`config.mk`:
```
export PLATFORM = sky130hd
export DESIGN_NAME = reaction_timer_mc
export DESIGN_NICKNAME = d
export VERILOG_FILES = /design/src/rtl/reaction_timer_pkg.sv /design/src/rtl/reaction_tick_gen.sv /design/src/rtl/reaction_timer_mc.sv
export SDC_FILE = /design/constraint.sdc
export NUM_CORES = 1
export LEC_CHECK = 0
export ABC_AREA = 1
export CAP_MARGIN = 20
export CORE_MARGIN = 2
export CORE_UTILIZATION = 45
export CTS_CLUSTER_SIZE = 12
export DETAILED_ROUTE_END_ITERATION = 8
export SLEW_MARGIN = 20
export SYNTH_ARGS = -nofsm -noshare
export SYNTH_HDL_FRONTEND = slang
export SYNTH_SLANG_ARGS = --single-unit
```
`constraint.sdc`:
```
create_clock -name clk -period 8.35 [get_ports clk]
set_clock_uncertainty 0.05 [all_clocks]
set_input_delay 1.67 -clock clk [delete_from_list [all_inputs] [get_ports clk]]
set_output_delay 1.67 -clock clk [all_outputs]
set_load 0.01 [all_outputs]
```
`src/rtl/reaction_timer_pkg.sv`:
```
// Shared types and constants for the multi-channel reaction timer.
package reaction_timer_pkg;

  typedef enum logic [1:0] {
    ST_IDLE = 2'd0,
    ST_WAIT = 2'd1,
    ST_RUN  = 2'd2,
    ST_DONE = 2'd3
  } state_t;

  localparam logic [15:0] LFSR_SEED   = 16'hACE1;
  // x^16 + x^14 + x^13 + x^11 + 1, shift-left Fibonacci form
  localparam logic [15:0] LFSR_TAPS   = 16'hB400;
  localparam logic [31:0] FALSE_START = '1;

  function automatic logic [15:0] lfsr_step(input logic [15:0] s);
    return {s[14:0], ^(s & LFSR_TAPS)};
  endfunction

endpackage

```
`src/rtl/reaction_tick_gen.sv`:
```
// Millisecond tick prescaler; tick_o pulses once every TICK_DIV cycles, restarted by clr_i.
module reaction_tick_gen #(
  parameter int unsigned TICK_DIV = 50000
) (
  input  logic clk,
  input  logic reset,
  input  logic clr_i,
  output logic tick_o
);

  localparam int unsigned PW = (TICK_DIV > 1) ? $clog2(TICK_DIV) : 1;
  localparam logic [PW-1:0] LAST = PW'(TICK_DIV - 1);

  logic [PW-1:0] cnt_q;

  always_ff @(posedge clk) begin
    if (!reset || clr_i) begin
      cnt_q <= '0;
    end else if (cnt_q == LAST) begin
      cnt_q <= '0;
    end else begin
      cnt_q <= cnt_q + PW'(1);
    end
  end

  assign tick_o = (cnt_q == LAST);

endmodule

```
`src/rtl/reaction_timer_mc.sv`:
```
// Multi-channel reaction timer: random pre-delay, led stimulus, per-channel ms results and winner.
// Optional false-start detection during WAIT is enabled by defining EARLY_PRESS_DETECT_EN.
module reaction_timer_mc
  import reaction_timer_pkg::*;
#(
  parameter int unsigned N_CH        = 2,
  parameter int unsigned CNT_W       = 14,
  parameter int unsigned TICK_DIV    = 50000,
  parameter int unsigned MIN_WAIT_MS = 1000,
  parameter int unsigned RAND_W      = 11,
  parameter int unsigned TIMEOUT_MS  = 9999
) (
  input  logic                  clk,
  input  logic                  reset,
  input  logic                  start,
  input  logic [N_CH-1:0]       stop,
  input  logic                  clear,
  output logic                  led,
  output logic [N_CH*CNT_W-1:0] times,
  output logic [N_CH-1:0]       stopped,
  output logic [2:0]            winner,
  output logic                  timeout,
  output logic                  done_tick
);

  localparam logic [CNT_W-1:0] TMO = CNT_W'(TIMEOUT_MS);

  state_t            state_q, state_d;
  logic              start_q, clear_q;
  logic [N_CH-1:0]   stop_q;
  logic              start_ev, clear_ev;
  logic [N_CH-1:0]   stop_ev;
  logic [15:0]       lfsr_q;
  logic              ms_tick;
  logic              state_chg;
  logic [CNT_W-1:0]  cnt_q, cnt_inc, wait_q;
  logic [N_CH-1:0]   stopped_q, fs_q, hit;
  logic [2:0]        winner_q;
  logic              timeout_q, done_q;
  logic              round_start, tmo_hit, all_done, all_fs;

  function automatic logic [2:0] first_idx(input logic [N_CH-1:0] v);
    logic [2:0] r;
    logic       found;
    r     = '0;
    found = 1'b0;
    for (int unsigned i = 0; i < N_CH; i++) begin
      if (v[i] && !found) begin
        r     = 3'(i);
        found = 1'b1;
      end
    end
    return r;
  endfunction

  always_ff @(posedge clk) begin
    if (!reset) begin
      start_q <= 1'b0;
      clear_q <= 1'b0;
      stop_q  <= '0;
      lfsr_q  <= LFSR_SEED;
    end else begin
      start_q <= start;
      clear_q <= clear;
      stop_q  <= stop;
      lfsr_q  <= lfsr_step(lfsr_q);
    end
  end

  assign start_ev = start & ~start_q;
  assign clear_ev = clear & ~clear_q;
  assign stop_ev  = stop & ~stop_q;

  reaction_tick_gen #(.TICK_DIV(TICK_DIV)) u_tick (
    .clk    (clk),
    .reset  (reset),
    .clr_i  (state_chg),
    .tick_o (ms_tick)
  );

  assign cnt_inc     = cnt_q + CNT_W'(1);
  assign round_start = start_ev && !clear_ev && (state_q == ST_IDLE || state_q == ST_DONE);
  assign tmo_hit     = (state_q == ST_RUN) && ms_tick && (cnt_inc >= TMO);
  assign hit         = stop_ev & ~stopped_q & ~fs_q & {N_CH{state_q == ST_RUN}};
  // False-started channels count as finished so the round can end without them.
  assign all_done    = &(stopped_q | fs_q | hit);
`ifdef EARLY_PRESS_DETECT_EN
  assign all_fs      = &(fs_q | (stop_ev & {N_CH{state_q == ST_WAIT}}));
`else
  assign all_fs      = 1'b0;
`endif

  always_comb begin
    state_d = state_q;
    if (clear_ev) begin
      state_d = ST_IDLE;
    end else begin
      unique case (state_q)
        ST_IDLE: if (start_ev) state_d = ST_WAIT;
        ST_WAIT: begin
          if (all_fs)                              state_d = ST_DONE;
          else if (ms_tick && (cnt_inc >= wait_q)) state_d = ST_RUN;
        end
        ST_RUN:  if (tmo_hit || all_done) state_d = ST_DONE;
        ST_DONE: if (start_ev) state_d = ST_WAIT;
        default: state_d = ST_IDLE;
      endcase
    end
  end

  assign state_chg = (state_d != state_q);

  always_ff @(posedge clk) begin
    if (!reset) begin
      state_q   <= ST_IDLE;
      cnt_q     <= '0;
      wait_q    <= '0;
      winner_q  <= '0;
      timeout_q <= 1'b0;
      done_q    <= 1'b0;
    end else begin
      state_q <= state_d;
      done_q  <= state_chg && (state_d == ST_DONE);
      if (state_chg) begin
        cnt_q <= '0;
      end else if (ms_tick && ((state_q == ST_WAIT) || (state_q == ST_RUN && cnt_q < TMO))) begin
        cnt_q <= cnt_inc;
      end
      if (round_start) begin
        wait_q <= CNT_W'(MIN_WAIT_MS) + CNT_W'(lfsr_q[RAND_W-1:0]);
      end
      if (clear_ev || round_start) begin
        winner_q  <= '0;
        timeout_q <= 1'b0;
      end else begin
        if (tmo_hit) timeout_q <= 1'b1;
        if (stopped_q == '0 && |hit) winner_q <= first_idx(hit);
      end
    end
  end

  for (genvar k = 0; k < N_CH; k++) begin : g_ch
    logic [CNT_W-1:0] t_q;
    logic             st_q;
`ifdef EARLY_PRESS_DETECT_EN
    localparam logic [CNT_W-1:0] FS_VAL = FALSE_START[CNT_W-1:0];
    logic fs_ch_q;
`endif

    always_ff @(posedge clk) begin
      if (!reset || clear_ev || round_start) begin
        t_q  <= '0;
        st_q <= 1'b0;
`ifdef EARLY_PRESS_DETECT_EN
        fs_ch_q <= 1'b0;
`endif
      end else if (hit[k]) begin
        t_q  <= tmo_hit ? TMO : cnt_q;
        st_q <= 1'b1;
      end else if (tmo_hit && !st_q && !fs_q[k]) begin
        t_q <= TMO;
`ifdef EARLY_PRESS_DETECT_EN
      end else if (state_q == ST_WAIT && stop_ev[k] && !fs_ch_q) begin
        fs_ch_q <= 1'b1;
        t_q     <= FS_VAL;
`endif
      end
    end

`ifdef EARLY_PRESS_DETECT_EN
    assign fs_q[k] = fs_ch_q;
`else
    assign fs_q[k] = 1'b0;
`endif
    assign stopped_q[k]               = st_q;
    assign times[k*CNT_W +: CNT_W]    = t_q;
  end

  assign led       = (state_q == ST_RUN);
  assign stopped   = stopped_q;
  assign winner    = winner_q;
  assign timeout   = timeout_q;
  assign done_tick = done_q;

endmodule

```
Yosys cells after proc, flatten, opt, wreduce, memory -nomap -nowiden

Index checks and enable logic that the tools add are counted.

Register bits: 101
Input port bits: 6
Output and inout bits: 36
Word-level logic and storage cells: 88

Add/sub/neg operators: 3
Magnitude comparators: 3
Equal/unequal tests: 6
Muxes and demuxes: 15
Bitwise operators: 11
Reduce and logical (&&, ||, !) cells: 35

Operators with widths:

| cell                     | count |
|---|---|
| $mux W14                 | 5 |
| $add A16 B1 Y16 const B  | 1 |
| $eq A16 B16 Y1 const B   | 1 |
| $reduce_xor A16 Y1       | 1 |
| $add A14 B1 Y14 const B  | 1 |
| $ge A14 B14 Y1           | 1 |
| $ge A14 B14 Y1 const B   | 1 |
| $lt A14 B14 Y1 const B   | 1 |
| $add A10 B11 Y12 const A | 1 |
| $logic_and A1 B1 Y1      | 12 |
| $reduce_or A2 Y1         | 5 |
| $mux W2                  | 4 |
| $logic_or A1 B1 Y1       | 7 |
| $and A2 B2 Y2            | 3 |
| $eq A2 B2 Y1 const B     | 3 |
| $pmux W2 S3              | 1 |
| $logic_not A1 Y1         | 5 |
| $mux W1                  | 5 |
| $logic_not A2 Y1         | 2 |
| $not A2 Y2               | 2 |
| $reduce_bool A2 Y1       | 2 |
| $not A1 Y1               | 3 |
| $and A1 B1 Y1            | 2 |
| $eq A2 B1 Y1 const B     | 1 |
| other kinds (3)          | 3 |

Longest topological paths before layout

Gate-level depths: netlist (run 1).

Word-level depth: 13
Gate-level depth with buffers: 23
Depth with buffers taken out: 22

Modules after synthesis

From an unflattened synthesis (run 1), not the netlist that was laid out.

Cells, all modules: 674
Area total of the unflattened synthesis: 4823.4 um^2

Modules (own cells, without submodules):

| module            | times used | cells each | area each (um^2) | sequential area each (um^2) |
|---|---|---|---|---|
| reaction_timer_mc | 1          | 543        | 3960.0           | 1621.6 |
| reaction_tick_gen | 1          | 131        | 863.3            | 320.3 |

Least setup slack after synthesis (run 1)

No wires, ideal clock.

Path kind: input-to-reg
Start point: in stop[0]
End point: reg u_tick.cnt_q[11]
Setup time: 62 ps
Data arrival time: 2981 ps
Data required time: 8238 ps
Path slack: 5257 ps
Stages: 12
Buffers on the path: 1
Cells stage by stage: nand3_1 inv_1 o22ai_1 nand2_1 a21oi_1 nand2_2 nand3_2 nand2_2 nand2_4 nand4_4 buf_8 nor2_2

Cells in the longest elaborated chain, start to end: 12

Ends and longest elaborated chain:

| element                           | line                     | RTL |
|---|---|---|
| start, declared                   | reaction_timer_mc.sv:16  | `input logic [N_CH-1:0] stop,` |
| $and A2 B2 Y2                     | reaction_timer_mc.sv:72  | `assign stop_ev = stop & ~stop_q;` |
| $and A2 B2 Y2 (2 in series)       | reaction_timer_mc.sv:84  | `assign hit = stop_ev & ~stopped_q & ~fs_q & {N_CH{state_q == ST_RUN}};` |
| $or A2 B2 Y2                      | reaction_timer_mc.sv:86  | `assign all_done = &(stopped_q \| fs_q \| hit);` |
| $reduce_and A2 Y1                 | reaction_timer_mc.sv:86  |  |
| $logic_or A1 B1 Y1                | reaction_timer_mc.sv:104 | `ST_RUN: if (tmo_hit \|\| all_done) state_d = ST_DONE;` |
| $mux W2                           | reaction_timer_mc.sv:104 |  |
| $pmux W2 S3                       | reaction_timer_mc.sv:98  | `unique case (state_q)` |
| $mux W2                           | reaction_timer_mc.sv:95  | `if (clear_ev) begin` |
| $ne A2 B2 Y1                      | reaction_timer_mc.sv:111 | `assign state_chg = (state_d != state_q);` |
| $logic_or A1 B1 Y1                | reaction_tick_gen.sv:17  | `if (!reset \|\| clr_i) begin` |
| $reduce_or A2 Y1 (no source line) | --                       |  |
| end signal, assigned              | reaction_tick_gen.sv:22  | `cnt_q <= cnt_q + PW'(1);` |
| end, declared                     | reaction_tick_gen.sv:14  | `logic [PW-1:0] cnt_q;` |

No other way between the ends.
A chain may end at the register's enable or synchronous reset.

Worst setup path in the final report (run 1)

Start point: in reset
End point: reg g_ch[0].t_q[1]

Cells in the longest elaborated chain, start to end: 3

Ends and longest elaborated chain:

| element                          | line                     | RTL |
|---|---|---|
| start, declared                  | reaction_timer_mc.sv:14  | `input logic reset,` |
| $logic_not A1 Y1                 | reaction_timer_mc.sv:151 | `if (!reset \|\| clear_ev \|\| round_start) begin` |
| $logic_or A1 B1 Y1 (2 in series) | reaction_timer_mc.sv:151 |  |
| end signal, assigned             | reaction_timer_mc.sv:158 | `t_q <= tmo_hit ? TMO : cnt_q;` |
| end, declared                    | reaction_timer_mc.sv:143 | `logic [CNT_W-1:0] t_q;` |

No other way between the ends.

==> results.py, run 1 <==
metrics = {
    "synthesis": {
        "cell_type_with_the_largest_total_area_after_synthesis": "dfxtp_1",
        "synth_top_area_share_pct": 41.5,
        "synth_top_cells_by_area": "dfxtp_1, nand2_1, inv_1",
        "synth.top_cells.by_count": "nand2_1, inv_1, dfxtp_1",
        "mappedNetlistArea_um2": 4670,
        "ys_seq_area_share_pct": 41.5,
        "synthCells": 624,
        "post-synth-top-count-cell": "nand2_1",
        "synth_area_per_cell_um2": 7.49,
        "async_flop_share_pct": 0,
        "synth_edf_count": 0,
        "synth.lib_cells_used.distinct": 39,
        "synth-main-ff-cell": "dfxtp_1",
        "synth_warnings": 0,
        "postSynthRegisterBits": 97,
    },
    "layout": {
        "fraction_of_final_layout_cells_sized_beyond_drive_strength_1_pct": 8.91,
        "finish.net_count": 682,
        "fill_cells": 1002,
        "insertedDiodeCount": 0,
        "synthToLayoutAreaGrowth_pct": 14.1,
    },
    "global_routing": {
        "grt_overflow": 0,
        "track_usage_pct": 19.1,
        "grt_start_max_net_pins": 29,
        "grt_antenna_before_repair": 0,
        "vias_in_the_first_global_route": 3624,
        "grt_pass1_wl_um": 17000,
    },
    "timing": {
        "timing.final.hold_violations": 0,
        "setup_tns_ns": 0,
        "post-route-min-period_ns": 3.95,
        "worst_slew_pin_slew_ns": 0.961,
        "maxSlewHeadroom_pct": 35.7,
        "maxSlewViolCount": 0,
        "fmax_mhz": 253,
        "grt_setup_unrepaired": "false",
        "setup-violations-final": 0,
        "period_share_pct": 47.3,
    },
    "critical_path": {
        "startpoint_type": "input pin",
        "worst-setup-path-type": "input pin to flip-flop",
        "timing.critical_path.required_ns": 8.60,
        "timing.critical_path.slowest_stage_cell": "clkdlybuf4s50_1",
        "critical_path_arrival_ns": 4.21,
        "critPathCaptureType": "flip-flop",
        "crit_path_max_incr_delay_ns": 1.10,
        "crit_chain": "clkdlybuf4s50_1 -> inv_2 -> nor3_1 -> buf_4 -> clkinv_1 -> nor3_1",
        "critical_path_peak_fanout": 28,
        "crit_top_cell": "nor3_1",
    },
    "status": {
        "outcome": "completed",
    },
    "clock_network": {
        "tritoncts.num_buffers": 9,
        "cts_sinks": 97,
        "insertion_delay_ns": 0.38,
        "cts_tree": "done",
        "reg_clk_slew_reported_paths_ns": 0.10,
        "clk_path_buf_depth": 2,
        "cts.hold.buffers_added": 0,
        "post_cts_resize_count": 0,
        "root_buffer_master": "clkbuf_8",
        "cts-htree-levels": 3,
        "post_cts_buffers": 0,
    },
    "route": {
        "wire_length_after_detailed_routing_um": 9850,
        "drtAntennaViolNets": 0,
        "num_vias": 3846,
        "drt_first_pass_iters": 4,
        "post_drt_wl_per_cell_um": 12.3,
        "drc": 0,
        "detail_route.vias_per_cell": 4.82,
        "drt_first_iter_violations": 92,
    },
    "die": {
        "core_um2": 10200,
        "rows": 37,
        "die_x_um": 106,
        "initial_utilization_pct": 45.9,
        "die_y_um": 106,
        "boundaryPins": 42,
        "design.die.area_um2": 11200,
    },
    "job": {
        "drv_cap": 0,
    },
    "placed_design": {
        "hpwl_um": 7220,
        "place.gp.congestion": 0.903,
        "buffer_ports.inserted": 39,
    },
    "power_and_ir_drop": {
        "pwr_density_cell_nw_per_um2": 166,
        "p_leak_nw": 2.17,
        "max-vdd-ir-drop_v": 0.000114,
        "report.power.total_w": 0.000887,
    },
    "min_path": {
        "min_path_type": "flip-flop to flip-flop",
    },
}
==> power breakdown <==
part | leakage [nW] | total (W) | internal (W) | switching, W
sequential | 0.789 | 0.000488 | 0.000478 | 0.00000993
combinational | 1.28 | 0.0000911 | 0.0000298 | 0.0000613
clock | 0.101 | 0.000308 | 0.000140 | 0.000168
==> logic make-up after synthesis <==
family | synth area share (%)
AOI/OAI and AO/OA | 10.9
xor gates and xnor gates | 3.91
adders and majority gates | 5.09
buffers and inverters | 11.2
DFF | 41.5
other | 0.0802
and+or+nand+nor | 27.3
==> path summary, 6_finish.rpt <==
| kind | from | end | slack [ns] | depth (start not counted) |
|---|---|---|---|---|
| min | lfsr_q[11]$_SDFF_PN1_ | lfsr_q[12]$_SDFF_PN0_ | 0.37 | 2 |
| min reg2reg | lfsr_q[11]$_SDFF_PN1_ | lfsr_q[12]$_SDFF_PN0_ | 0.37 | 2 |
| max | reset | g_ch[0].t_q[1]$_SDFFE_PP0P_ | 4.40 | 6 |
| max reg2reg | cnt_q[0]$_SDFFE_PP0P_ | u_tick.cnt_q[1]$_SDFF_PP0_ | 4.98 | 19 |
==> per-layer routing <==
metal,vias up,part of all wire (%),GRT usage [%]
li1,2037,-,-
met1,1735,49,25.0
met2,60,45,31.2
met3,14,3.4,2.88
met4,0,1.8,8.46
met5,-,0,0
==> metrics by stage <==
stage               hold slack (ns)  utilization (%)  cell area, µm²  std cells  setup WS (ns)
floorplan                     0.340                -            4680        625           5.26
global placement              0.351             50.4            5140        782           4.05
detailed placement            0.354             50.4            5140        782           3.98
CTS                           0.376             52.3            5330        798           4.39
global route                  0.391             52.3            5330        798           4.09
finish                        0.373             52.3            5330        798           4.40
==> cell type report <==
cell class / count / area [µm²] / area share, %
clock buffers: 10 / 128 / 2.39
clock inverters: 6 / 66.3 / 1.24
inverters: 108 / 405 / 7.60
multi-input cells: 400 / 2210 / 41.5
flip-flops and latches: 97 / 1940 / 36.4
well taps: 136 / 170 / 3.19
repair buffers: 41 / 405 / 7.60
==> cell usage in the layout, fill, tap and decap left out, drive strengths merged, types with 2 or more instances in the layout <==
master         synthesis  routed
nand4                 10      10
buf                   11       2
nor3                  15      15
or2                    5       5
ha                    19      19
xnor2                  4       4
nand2                118     118
a21oi                 31      31
clkdlybuf4s50          0      39
clkbuf                 9      10
nor2                  74      74
nor4                   3       3
conb                   1       2
dfxtp                 97      97
nand3                 37      37
o211ai                 2       2
o21ai                 41      41
inv                  107     108
clkinv                 1       5
xor2                  16      16
a31oi                 16      16
==> worst max-delay path, delay by kind of cell <==
kind,cells,cell delay (ns)
simple gates,2,0.53
buf+inv,4,1.98
==> registers in the layout (all words and copies together) (netlist names) <==
signal,cells
winner,1
state_q,2
lfsr_q,16
clear_q,1
cnt_q,14
start_q,1
wait_q,12
g_ch.st_q,2
g_ch.t_q,28
done_tick,1
u_tick.cnt_q,16
stop_q,2
timeout,1
(Power assumes the default switching activity.)
==> run 2: changes to the inputs <==
--- a/config.mk
+++ b/config.mk
@@ -11,6 +11,7 @@
 export CORE_UTILIZATION = 45
 export CTS_CLUSTER_SIZE = 12
 export DETAILED_ROUTE_END_ITERATION = 8
+export PLACE_DENSITY = 0.67
 export SLEW_MARGIN = 20
 export SYNTH_ARGS = -nofsm -noshare
 export SYNTH_HDL_FRONTEND = slang
==> constraint.sdc (replaced) <==
create_clock -name clk -period 3.3 [get_ports clk]
set_clock_uncertainty 0.05 [all_clocks]
set_input_delay 0.66 -clock clk [delete_from_list [all_inputs] [get_ports clk]]
set_output_delay 0.66 -clock clk [all_outputs]
set_load 0.01 [all_outputs]
==> run 2 against run 1 <==
  * Flip-flop and latch count did not move
  * Largest cell class unchanged
  * Largest power group unchanged
  * First-iteration DRC count is 65% higher
  * Clock power rose to 2.8 times the previous value
  * Core utilization increased by 0.88 points
  * Register-to-register slack got worse by 4.7 ns
  * Via count is 1.2% higher
  * Power rose to 2.7 times the previous value
==> results.py, run 2 (synthesis results as in run 1) <==
metrics = {
    "layout": {
        "synthToLayoutAreaGrowth_pct": 16.0,
        "insertedDiodeCount": 0,
        "reg_top3": "g_ch.t_q: 28 flops, lfsr_q: 16 flops, u_tick.cnt_q: 16 flops",
        "final_cell_mix": "nand2_1, inv_1, dfxtp_1, nor2_1, clkdlybuf4s50_1",
        "largest_register_ff_count": 28,
        "final_design_area_no_fill_um2": 5420,
        "max_flop_register": "g_ch.t_q",
        "fraction_of_final_layout_cells_sized_beyond_drive_strength_1_pct": 10.0,
        "post-route-util_pct": 53.2,
        "layout.cells.most_common": "nand2_1",
        "finish.net_count": 687,
    },
    "die": {
        "die_x_um": 106,
        "core_um2": 10200,
        "die_y_um": 106,
        "boundaryPins": 42,
        "rows": 37,
        "design.die.area_um2": 11200,
        "initial_utilization_pct": 45.9,
    },
    "timing": {
        "maxSlewViolCount": 0,
        "period_share_pct": 91.1,
        "timing.final.hold_violations": 0,
        "setup-violations-final": 0,
        "fmax_mhz": 333,
        "post-route-min-period_ns": 3.01,
        "setup_tns_ns": 0,
        "final_critical_path_setup_slack_ns": 0.293,
        "grt_setup_unrepaired": "false",
    },
    "critical_path": {
        "timing.critical_path.required_ns": 3.50,
        "worstPathBufferInverterCount": 3,
        "worst-setup-path-type": "flip-flop to flip-flop",
        "crit_top_cell": "nand2_1",
        "timing.critical_path.slowest_stage_cell": "dfxtp_1",
        "cp_top_family": "simple AND/OR/NAND/NOR gates",
        "critical_path_arrival_ns": 3.21,
        "critPathCaptureType": "flip-flop",
        "crit_path_max_incr_delay_ns": 0.51,
        "startpoint_type": "flip-flop",
        "critical_path_peak_fanout": 16,
        "crit_chain": "nand2_1 -> nor2_2 -> nand2_1 -> inv_2 -> nand2_1 -> nand2_1 -> inv_1 -> ha_1 -> a21oi_1 -> nor2_1 -> nor3_1 -> nand2_1 -> nand2_1 -> nand2_1 -> nand2_1 -> nand2_1 -> nand2_1 -> nand3_2 -> nand2_2 -> nand2_4 -> nand4_4 -> buf_6 -> nor2_1",
    },
    "clock_network": {
        "cts_tree": "done",
        "root_buffer_master": "clkbuf_8",
        "clk_path_buf_depth": 2,
        "tritoncts.num_buffers": 9,
        "cts-htree-levels": 3,
        "cts_sinks": 97,
        "insertion_delay_ns": 0.36,
        "reg_clk_slew_reported_paths_ns": 0.10,
    },
    "placed_design": {
        "place.gp.congestion": 0.856,
        "post_dp_cell_area_um2": 5170,
        "buffer_ports.inserted": 39,
        "hpwl_um": 7110,
        "detailedPlace.worstSlack_ns": 0.214,
    },
    "route": {
        "drt_first_iter_violations": 152,
        "wire_length_after_detailed_routing_um": 9500,
        "num_vias": 3893,
        "drtAntennaViolNets": 0,
        "post_drt_wl_per_cell_um": 11.8,
        "drc": 0,
        "drt_first_pass_iters": 5,
        "detail_route.vias_per_cell": 4.85,
    },
    "power_and_ir_drop": {
        "power.sequential.fraction_pct": 52.5,
        "pwr_density_cell_nw_per_um2": 434,
        "swShare_pct": 26.1,
        "p_comb_share_pct": 10.3,
        "p_leak_nw": 2.22,
        "clkPwrFrac_pct": 37.2,
        "report.power.total_w": 0.00235,
        "power_report.internal_total_w": 0.00174,
        "switching_power_w": 0.000615,
        "max-vdd-ir-drop_v": 0.000340,
    },
    "min_path": {
        "min_path_type": "flip-flop to flip-flop",
    },
    "global_routing": {
        "grt_pass1_wl_um": 16800,
        "top_usage_layer": "met2",
        "vias_in_the_first_global_route": 3659,
        "grt_start_max_net_pins": 28,
        "grt_util_met1_pct": 24.3,
        "track_usage_pct": 18.3,
        "grtUsageMet3_pct": 3.31,
        "grt_overflow": 0,
        "grt_antenna_before_repair": 0,
        "grt_use_met2_pct": 30.0,
    },
    "status": {
        "outcome": "completed",
    },
    "job": {
        "drv_cap": 0,
    },
}
## run 2: changes by cell type in the layout (fill, tap and decap cells not counted)
cell,before,now
bufinv_16,1,2
nand3_4,0,1
buf_4,2,6
nand3_2,3,2
dfxtp_2,0,2
clkinv_2,2,0
clkbuf_1,1,0
buf_6,0,1
dfxtp_1,97,95
inv_8,0,2
## run 2: worst min-delay path, delay by kind of cell, from the launching register on
family | cells | cell delay [ns]
flip-flops | 1 | 0.31
AND/OR/NAND/NOR | 1 | 0.05
buffers and inverters | 1 | 0.03
## run 2: layout make-up
| class | instances | area (µm²) |
|---|---|---|
| fillers | 975 | 4760 |
| multi-input cells | 400 | 2220 |
| flip-flops and latches | 97 | 1940 |
| repair buffers | 46 | 447 |
| inverters | 108 | 405 |
| well taps | 136 | 170 |
| clock buffers | 9 | 124 |
| clock inverters | 7 | 109 |
## run 2: metrics by stage
step           cells  hold WS [ns]
2_1_floorplan    625         0.340
3_3_place_gp     787         0.348
3_5_place_dp     787         0.356
4_1_cts          803         0.374
5_1_grt          803         0.390
6_report         803         0.375
## run 2: power groups by stage
stage	Combinational (W)	Clock, W	Sequential [W]
6_report	0.000242	0.000876	0.00123
5_1_grt	0.000275	0.000948	0.00124
4_1_cts	0.000239	0.000904	0.00123
3_5_place_dp	0.000238	0	0.00126
3_3_place_gp	0.000230	0	0.00126
2_1_floorplan	0.000187	0	0.00126
## run 2: timing repair
action,4_1_cts,5_1_grt
setup buffers,0,0
setup endpoints to repair,0,30
hold buffers,0,0
resized for setup,0,4
## run 2: worst paths after layout
check / start / to / slack [ns] / depth (start not counted)
hold / removal: lfsr_q[1]$_SDFF_PN0_ / lfsr_q[2]$_SDFF_PN0_ / 0.37 / 2
setup / recovery: cnt_q[5]$_SDFFE_PP0P_ / u_tick.cnt_q[4]$_SDFF_PP0_ / 0.29 / 23
setup reg to reg: cnt_q[5]$_SDFFE_PP0P_ / u_tick.cnt_q[4]$_SDFF_PP0_ / 0.29 / 23
hold reg to reg: lfsr_q[1]$_SDFF_PN0_ / lfsr_q[2]$_SDFF_PN0_ / 0.37 / 2
## run 2: metal layers
metal | vias up | part of all wire (%) | wire length (µm)
met2 | 75 | 45 | 4300
li1 | 2058 | - | -
met3 | 14 | 3.6 | 342
met5 | - | 0 | 0
met1 | 1746 | 49 | 4670
met4 | 0 | 1.9 | 182
==> edit (settings of run 1) <==
Add a define of `EARLY_PRESS_DETECT_EN`.
--- a/src/rtl/reaction_timer_mc.sv
+++ b/src/rtl/reaction_timer_mc.sv
@@ -2,2 +2,4 @@
 // Optional false-start detection during WAIT is enabled by defining EARLY_PRESS_DETECT_EN.
+`define EARLY_PRESS_DETECT_EN
+
 module reaction_timer_mc
Function: changed (Yosys sat finds a counterexample within 4 cycles, from zero or initial values and one cycle with reset low).
==> edit against run 1 <==
  * Combinational power up 27%
  * Setup slack worse by 0.26 ns
  * Clock power up 31%
  * Total power up 15%
  * Largest power group unchanged
  * Sequential share of layout area down 2.6 points
  * Synthesized cell count up 8.2%
  * Final area up 9.8%
  * Routed wire length up 11%
  * Synthesized area up 10%
  * Sequential cell count up 2
==> edit: results (changes against run 1) <==
[status]
status=finished clean

[yosys]
netlist_instances=675  ; +8.2%
synth_xor_area_share_pct=3.054  ; -0.85 points
synthAdderAreaFrac_pct=4.605  ; -0.48 points
synth_compound_area_share_pct=12.68  ; +1.8 points
ys_types=49  ; +26%
synth_area_leaders=dfxtp_1, nand2_1, inv_1
synth_seq_area_share_pct=38.39  ; -3.2 points
synth_common_cells=nand2_1, inv_1, dfxtp_1
async_flop_share_pct=0  ; unchanged

[critical_path]
crit_slowest_cell=nand3_1
critical_path_peak_fanout=30  ; +7.1%
reg2reg_from=cnt_q[1]
cp-end-kind=flip-flop
max_stage_delay_ns=0.63  ; -0.47 ns
r2r-end=u_tick.cnt_q[11]
rrSetupSlack_ns=4.80  ; -0.18 ns
critical_path_arrival_ns=4.42  ; +0.21 ns
worstRegToRegCells=17  ; -2
cp_top_family=simple AND/OR/NAND/NOR gates
startpoint=stop[0]

[place]
place_congestion=0.8272  ; -8.4%
place_hpwl_mm=8.098  ; +12%
pre_cts_slack_ns=3.767  ; -0.2172 ns
place_inst=833  ; +6.5%
placed_area_sq_mm=0.005570  ; +8.4%

[cts]
clkSlewWorstSetupHoldPaths_ns=0.06  ; -0.04 ns
clk_latency_ns=0.35  ; -0.03 ns
root_buffer=clkbuf_16
ctsResizeCount=0  ; unchanged

[min_path]
hold_path.startpoint=lfsr_q[14]
hold_depth=1  ; -1
holdPathEnd=lfsr_q[15]

[global_routing]
grt_pass1_vias=3953  ; +9.1%
grt_usage_pct=18.48  ; -0.60 points
grt_pass1_wl_mm=18.84  ; +11%
grt_max_degree=31  ; +6.9%

[sta]
max-slew-margin-rel_pct=35.78  ; +0.065 points
hold_slack_ns=0.3645  ; -0.008642 ns

[drt]
via_count=4236  ; +10%
wl_mm=10.95  ; +11%
drt_iter0_markers=247  ; +170%

[finish]
drive_gt1_share_pct=11.93  ; +3.0 points
layout.area.seq_sq_mm=0.001982  ; +2.1%
largestRegisters=g_ch.t_q (28), lfsr_q (16), u_tick.cnt_q (16)
layoutNonFillerInstCount=847  ; +6.1%
fill_cells=1124  ; +12%
fin_nets=726  ; +6.5%

[power]
peakVddDrop_uv=192.0  ; +68%
leakagePower_nw=2.374  ; +9.2%

-- edit: cell families (layout without fill, tap and decap cells) --
family          Yosys count  in the layout
other cells               1              2
xor+xnor                 18             18
compound gates           99             99
buf+inv                 137            165
flops                    99             99
fa+ha+maj                19             19
simple gates            302            302
-- edit: layout make-up --
| cell class | count | area share [%] |
|---|---|---|
| Sequential cell | 99 | 33.86 |
| Clock buffer | 11 | 4.147 |
| Timing Repair Buffer | 41 | 6.926 |
| Clock inverter | 3 | 0.6841 |
| Inverter | 110 | 7.054 |
| Tap cell | 143 | 3.057 |
| Multi-Input combinational cell | 440 | 44.27 |
-- edit: worst register-to-register path, delay by kind of cell (launching register included) --
| kind | cells | cell delay [ns] |
|---|---|---|
| compound gates | 1 | 0.16 |
| simple gates | 14 | 2.23 |
| fa+ha+maj | 2 | 0.49 |
| flops | 1 | 0.51 |
-- edit: worst max path at each step --
stage / end / slack [ns] / depth (start not counted)
2_1_floorplan: u_tick.cnt_q[10] / 5.37 / 10
3_3_place_gp: cnt_q[7] / 3.84 / 11
3_5_place_dp: u_tick.cnt_q[11] / 3.77 / 11
4_1_cts: u_tick.cnt_q[11] / 4.12 / 11
5_1_grt: u_tick.cnt_q[9] / 3.88 / 11
6_report: u_tick.cnt_q[11] / 4.14 / 11
-- edit: power by group --
group / switching [mW] / leakage [nW] / internal [mW]
registers: 0.0108 / 0.806 / 0.491
logic: 0.0742 / 1.43 / 0.0419
clock network: 0.169 / 0.141 / 0.236
-- edit: per-layer routing --
layer	share of wire (%)	track usage [%]	vias up
li1	-	-	2218
met1	49	24.51	1913
met2	45	29.65	89
met3	4.3	3.937	16
met4	2.2	6.996	0
met5	0	0	-
